`src/rtl/serial_bit_feeder_if.sv`:
```
// Word-load handshake and serial output bundle for serial_bit_feeder.
// The upstream/bench side uses the master modport; the feeder uses the slave modport.
interface serial_bit_feeder_if #(
  parameter int WIDTH = 8
);
  logic [WIDTH-1:0] data_in;
  logic             load_valid;
  logic             load_ready;
  logic             x;
  logic             x_valid;
  logic             busy;
  logic             done;

  modport master (
    output data_in, load_valid,
    input  load_ready, x, x_valid, busy, done
  );

  modport slave (
    input  data_in, load_valid,
    output load_ready, x, x_valid, busy, done
  );
endinterface

```
`src/rtl/serial_bit_feeder.sv`:
```
// Parallel-to-serial MSB-first feeder with gapless back-to-back words.
// Optional trailing even-parity bit per word: define SERIAL_BIT_FEEDER_PARITY_EN.
module serial_bit_feeder #(
  parameter int   WIDTH    = 8,
  parameter logic IDLE_BIT = 1'b0
) (
  input  logic                 clock,
  input  logic                 reset,
  serial_bit_feeder_if.slave   bus
);
  localparam int CW = $clog2(WIDTH);

  typedef enum logic [0:0] {
    IDLE  = 1'b0,
    SHIFT = 1'b1
  } state_t;

  state_t           state_q;
  logic [WIDTH-1:0] sr_q;
  logic [CW-1:0]    cnt_q;
  logic             x_q;
  logic             x_valid_q;
  logic             last_s;
  logic             ready_s;
  logic             accept_s;

`ifdef SERIAL_BIT_FEEDER_PARITY_EN
  logic par_q;
  logic par_phase_q;

  function automatic logic even_parity(input logic [WIDTH-1:0] w);
    return ^w;
  endfunction

  // The final cycle of a word is the parity bit, not the LSB.
  assign last_s = (state_q == SHIFT) && (cnt_q == {CW{1'b0}}) && par_phase_q;
`else
  assign last_s = (state_q == SHIFT) && (cnt_q == {CW{1'b0}});
`endif

  assign ready_s  = (state_q == IDLE) || last_s;
  assign accept_s = bus.load_valid && ready_s;

  // Reset gates ready so nothing appears acceptable while the block is held.
  assign bus.load_ready = !reset && ready_s;
  assign bus.busy       = (state_q == SHIFT);
  assign bus.done       = last_s;
  assign bus.x          = x_q;
  assign bus.x_valid    = x_valid_q;

  // Word load / shift state machine with registered serial outputs.
  always_ff @(posedge clock or posedge reset) begin
    if (reset) begin
      state_q     <= IDLE;
      sr_q        <= {WIDTH{1'b0}};
      cnt_q       <= {CW{1'b0}};
      x_q         <= IDLE_BIT;
      x_valid_q   <= 1'b0;
`ifdef SERIAL_BIT_FEEDER_PARITY_EN
      par_q       <= 1'b0;
      par_phase_q <= 1'b0;
`endif
    end else if (accept_s) begin
      state_q     <= SHIFT;
      x_q         <= bus.data_in[WIDTH-1];
      x_valid_q   <= 1'b1;
      sr_q        <= {bus.data_in[WIDTH-2:0], 1'b0};
      cnt_q       <= CW'(WIDTH - 1);
`ifdef SERIAL_BIT_FEEDER_PARITY_EN
      par_q       <= even_parity(bus.data_in);
      par_phase_q <= 1'b0;
`endif
    end else begin
      case (state_q)
        IDLE: begin
          x_q       <= IDLE_BIT;
          x_valid_q <= 1'b0;
        end
        SHIFT: begin
          if (cnt_q != {CW{1'b0}}) begin
            x_q   <= sr_q[WIDTH-1];
            sr_q  <= {sr_q[WIDTH-2:0], 1'b0};
            cnt_q <= cnt_q - CW'(1);
`ifdef SERIAL_BIT_FEEDER_PARITY_EN
          end else if (!par_phase_q) begin
            x_q         <= par_q;
            par_phase_q <= 1'b1;
`endif
          end else begin
            state_q   <= IDLE;
            x_q       <= IDLE_BIT;
            x_valid_q <= 1'b0;
`ifdef SERIAL_BIT_FEEDER_PARITY_EN
            par_phase_q <= 1'b0;
`endif
          end
        end
        default: begin
          state_q   <= IDLE;
          x_q       <= IDLE_BIT;
          x_valid_q <= 1'b0;
        end
      endcase
    end
  end
endmodule

```
`src/flat_wrapper.sv`:
```
// flat-port wrapper written by rule: the top's interface ports become plain ports
module serial_bit_feeder_flat 
#(
  parameter int   WIDTH    = 8,
  parameter logic IDLE_BIT = 1'b0
)
  (clock, reset, bus_data_in, bus_load_valid, bus_load_ready, bus_x, bus_x_valid, bus_busy, bus_done);
  serial_bit_feeder_if #(.WIDTH(WIDTH)) bus_i ();
  input  logic clock;
  input  logic reset;
  input wire logic [$bits(bus_i.data_in)-1:0] bus_data_in;
  input wire logic [$bits(bus_i.load_valid)-1:0] bus_load_valid;
  output wire logic [$bits(bus_i.load_ready)-1:0] bus_load_ready;
  output wire logic [$bits(bus_i.x)-1:0] bus_x;
  output wire logic [$bits(bus_i.x_valid)-1:0] bus_x_valid;
  output wire logic [$bits(bus_i.busy)-1:0] bus_busy;
  output wire logic [$bits(bus_i.done)-1:0] bus_done;
  assign bus_i.data_in = bus_data_in;
  assign bus_i.load_valid = bus_load_valid;
  assign bus_load_ready = bus_i.load_ready;
  assign bus_x = bus_i.x;
  assign bus_x_valid = bus_i.x_valid;
  assign bus_busy = bus_i.busy;
  assign bus_done = bus_i.done;
  serial_bit_feeder #(.WIDTH(WIDTH), .IDLE_BIT(IDLE_BIT)) u_core (.clock(clock), .reset(reset), .bus(bus_i));
endmodule
```
`config.mk`:
```
export PLATFORM = sky130hd
export DESIGN_NAME = serial_bit_feeder_flat
export DESIGN_NICKNAME = d
export VERILOG_FILES = /design/src/rtl/serial_bit_feeder_if.sv /design/src/rtl/serial_bit_feeder.sv /design/src/flat_wrapper.sv
export SDC_FILE = /design/constraint.sdc
export NUM_CORES = 1
export LEC_CHECK = 0
export ABC_AREA = 1
export BUFFER_PORTS_ARGS = -buffer_cell sky130_fd_sc_hd__buf_2
export CAP_MARGIN = 10
export CORE_AREA = 2 2 39 41
export DETAILED_ROUTE_END_ITERATION = 10
export DIE_AREA = 0 0 41 43
export PLACE_DENSITY = 0.71
export SYNTH_ARGS = -nofsm -noshare
export SYNTH_HDL_FRONTEND = slang
export SYNTH_SLANG_ARGS = --single-unit
export TNS_END_PERCENT = 5
```
`constraint.sdc`:
```
create_clock -name clock -period 2.25 [get_ports clock]
set_input_delay 0.45 -clock clock [delete_from_list [all_inputs] [get_ports clock]]
set_output_delay 0.45 -clock clock [all_outputs]
set_load 0.01 [all_outputs]
```
; ---- Word-level counts from Yosys, hierarchy flattened
; Index checks and enable logic that the tools add are counted.
[word_totals]
out_inout_bits = 5
n_memories = 0
latchBits = 0
reg_bits = 14
ram_bits = 0
romBits = 0
[classes]
div = 0
multipliers = 0
add_sub_neg = 1
reduce_logical = 10
shift = 0
n_eq_ne = 1
n_mux = 15
magnitude_cmp = 0
n_bitwise = 1
[op_table]
columns = operator, count
row1 = 2-to-1 mux 8 bit, 3
row2 = 2-to-1 mux 3 bit, 3
row3 = 2-to-1 mux 1 bit, 7
row4 = one-hot mux 1 bit (2 select lines), 2
row5 = nonzero test 2 bit, 2
row6 = logical AND 1 bit, 3
row7 = logical NOT 3 bit, 1
row8 = "!= test 3 bit, second input constant", 1
row9 = nonzero test 3 bit, 1
row10 = "subtractor 3 x 1 -> 3 bit, second input constant", 1
row11 = AND reduction 2 bit, 1
row12 = logical NOT 1 bit, 1
row13 = logical OR 1 bit, 1
row14 = NOT 1 bit, 1

; ---- Longest topological paths before layout
[logic_depth]
ltp_word = 6
ltp_mapped = 9
ltp_nobuf = 8

; ---- Worst setup path before layout
; No wires, ideal clock.
[synth_path]
path_kind = reg-to-output
start = register u_core.cnt_q[0]
end = output bus_load_ready
slack_ns = 0.668
path_stages_with_launch = 6
arrival_time_ns = 1.132
required_ns = 1.800
cell_sequence = dfrtp_1 > inv_1 > ha_1 > ha_1 > nor2_2 > nor2_1
[synth_between]
elab_chain_cells = 4
[synth_rtl]
columns = item, line
row1 = "start, declared", serial_bit_feeder.sv:20  ; logic [CW-1:0] cnt_q;
row2 = "start signal, assigned", serial_bit_feeder.sv:56  ; cnt_q <= {CW{1'b0}};
row3 = "start signal, assigned", serial_bit_feeder.sv:68  ; cnt_q <= CW'(WIDTH - 1);
row4 = "start signal, assigned", serial_bit_feeder.sv:83  ; cnt_q <= cnt_q - CW'(1);
row5 = logical NOT 3 bit, serial_bit_feeder.sv:38  ; assign last_s = (state_q == SHIFT) && (cnt_q == {CW{1'b0}});
row6 = logical AND 1 bit, serial_bit_feeder.sv:38
row7 = logical OR 1 bit, serial_bit_feeder.sv:41  ; assign ready_s = (state_q == IDLE) || last_s;
row8 = logical AND 1 bit, serial_bit_feeder.sv:45  ; assign bus.load_ready = !reset && ready_s;
row9 = "end, declared", flat_wrapper.sv:13  ; output wire logic [$bits(bus_i.load_ready)-1:0] bus_load_ready;
; No other way between the ends.

; ---- Worst setup path in the final report
; Ends and elaborated chain as after synthesis.

==> reports/qor.yml <==
cts:
  cts.clk_slew.worst_paths_ns: 0.08
  cts_htree_levels: 1
  clk_path_buf_depth: 2
  clock_sinks: 13
  insertion_delay_ns: 0.27
  cts_root_buffer: "clkbuf_4"
  cts_resized: 0
  cts_tree: "done"
  cts_buffers: 3
  ctsHoldBuffers: 0
  cts_setup_buffers: 0
route:
  wirelength_mm: 1.08
  drc_errors: 0
  antenna_left: 0
  vias: 512
  drt-initial-drc-count: 7
  post_drt_wl_per_cell_um: 10.2
  drtPass1Iterations: 4
  viasPerCell: 4.83
setup_path:
  r2r_cells: 8
  critPathLaunchType: "flip-flop"
  required_ns: 1.80
  r2r_setup_slack_ns: 0.62
  cp_data_arrival_time_ns: 1.35
  crit_fanout: 3
  cp-end-kind: "output pin"
  r2r-end: "u_core.cnt_q[0]"
  r2r-start: "u_core.cnt_q[0]"
  path_class: "reg2out"
yosys:
  syn_area_um2: 614
  yosysSeqAreaShare: 0.530
  ys_ff_latch: 13
  syn-num-nets: 86
  syn_area_per_cell_um2: 8.42
  syn_inst: 73
  synth-warning-count: 0
  synth-compound-area-share: 0.0122
  ys_types: 12
  synth-xor-area-share: 0
  yosys.area_share.simple: 0.324
  synth_top_family_by_area: "simple AND/OR/NAND/NOR gates"
  synthAdderAreaFrac: 0.0407
  synthMuxAreaShare: 0
timing:
  fin_skew_ns: 0.00381
  relSlewSlack: 0.614
  fin_ws_ns: 0.445
  finalSetupViolCount: 0
  fmax_mhz: 554
  worst_pin_slew_ns: 0.578
  setup-tns-final_ns: 0
  timing.final.max_slew_violations: 0
  hold_viol_final: 0
  rsz0062_at_grt: "false"
  fin_crit_sh: 0.802
  period_needed_ns: 1.80
pwr:
  sw_frac_of_total: 0.384
  power_frac_comb: 0.416
  p_clk_frac: 0.165
  seqPwrFrac: 0.419
  ir_drop_v: 0.000612
  leakage_nw: 0.418
  p_switching_w: 0.000339
  powerDensity_nw_per_um2: 1220
  p_int_w: 0.000544
layout:
  n_antenna_cell: 0
  multi_input_area_um2: 231
  register_area_um2: 325
  fillerInstances: 138
  layout_common_cells: "nand3_1, nand2_1, buf_2, dfrtp_1, inv_1"
  area_growth_pct: 17.7
  layout_commonest_cell: "nand3_1"
  final_nets: 104
  drive_gt1_frac: 0.244
grt:
  top_usage_layer: "met1"
  overflow: 0
  grt_pass1_vias: 440
  antenna_found_initial: 0
  met3_usage: 0.0471
  grt_max_degree: 21
  grt_first_pass_wirelength_mm: 1.81
  track_usage: 0.150
  use_met1: 0.210
  use_met2: 0.209
floorplanning:
  core_area_um2: 1380
  dieHeight_um: 43
  die_area_um2: 1760
  ioPinCount: 16
  num_rows: 14
  initial_core_util: 0.444
  die_w_um: 41
job:
  drv_cap: 0
outcome:
  status: "finished clean"
placed_design:
  gp_congestion: 0.683
  dp_hpwl_um: 767
  pre_cts_slack_ns: 0.629
  portBuffers: 15
worst_hold_path:
  worstHoldPathType: "in2async"
## state kept, by name (all words and copies together) (netlist names)
signal              count
u_core.sr_q             7
u_core.bus.busy         1
u_core.cnt_q            3
u_core.bus.x            1
u_core.bus.x_valid      1
## cell usage after synthesis, drive strengths merged
master	instances	area [um2]
ha	2	25.0
o21a	1	7.51
nand2	19	73.8
inv	10	37.5
buf	3	20.0
nand3	23	115
dfrtp	13	325
nor2	2	10.0
## per-stage QoR
| stage | hold WS (ns) | util | power (W) | cells | instance area, um2 |
|---|---|---|---|---|---|
| after detailed placement | 0.472 | 0.504 | 0.000750 | 102 | 697 |
| after global placement | 0.462 | 0.504 | 0.000738 | 102 | 697 |
| after floorplan | 0.327 | - | 0.000661 | 73 | 614 |
| final | 0.189 | 0.523 | 0.000883 | 106 | 723 |
| after CTS | 0.217 | 0.523 | 0.000893 | 106 | 723 |
| after global routing | 0.235 | 0.523 | 0.000980 | 106 | 723 |
## cells by family after synthesis
kind of cell / Yosys count
compound gates: 1
fa+ha+maj: 2
buf+inv: 13
flops: 13
simple gates: 44
## cell type report
type,instances,share of cell area
multi-input combinational,47,0.320
sequential,13,0.450
tap,16,0.0277
clock buffer,4,0.0363
timing repair buffer,16,0.114
inverter,10,0.0519
## how the worst max path moves through the flow
stage / startpoint / to / cells after the start
final: u_core.cnt_q[0] / bus_load_ready / 6
after global placement: u_core.cnt_q[0] / u_core.bus.x_valid / 6
after global routing: u_core.cnt_q[0] / bus_load_ready / 6
after floorplan: u_core.cnt_q[0] / bus_load_ready / 5
after detailed placement: u_core.cnt_q[0] / u_core.cnt_q[0] / 8
after CTS: u_core.cnt_q[0] / bus_load_ready / 6
## routing by layer
layer / up-vias / part of all wire
met1: 224 / 0.49
met2: 14 / 0.44
met5: - / 0
met4: 0 / 0.0093
li1: 272 / -
met3: 2 / 0.060
## power by group through the flow
stage	Sequential (W)	Combinational [W]	Clock [W]
floorplan	0.000380	0.000281	0
global placement	0.000374	0.000364	0
detailed placement	0.000375	0.000374	0
CTS	0.000370	0.000375	0.000148
global route	0.000380	0.000438	0.000162
finish	0.000370	0.000367	0.000145
## critical path, cell delays in order, from the launching register on
cell and delay, ns:
dfrtp_1 0.35, inv_1 0.05, ha_1 0.19, ha_1 0.21, nor2_2 0.13, nor2_1 0.04
buf_2 0.13
(Power assumes the default switching activity.)
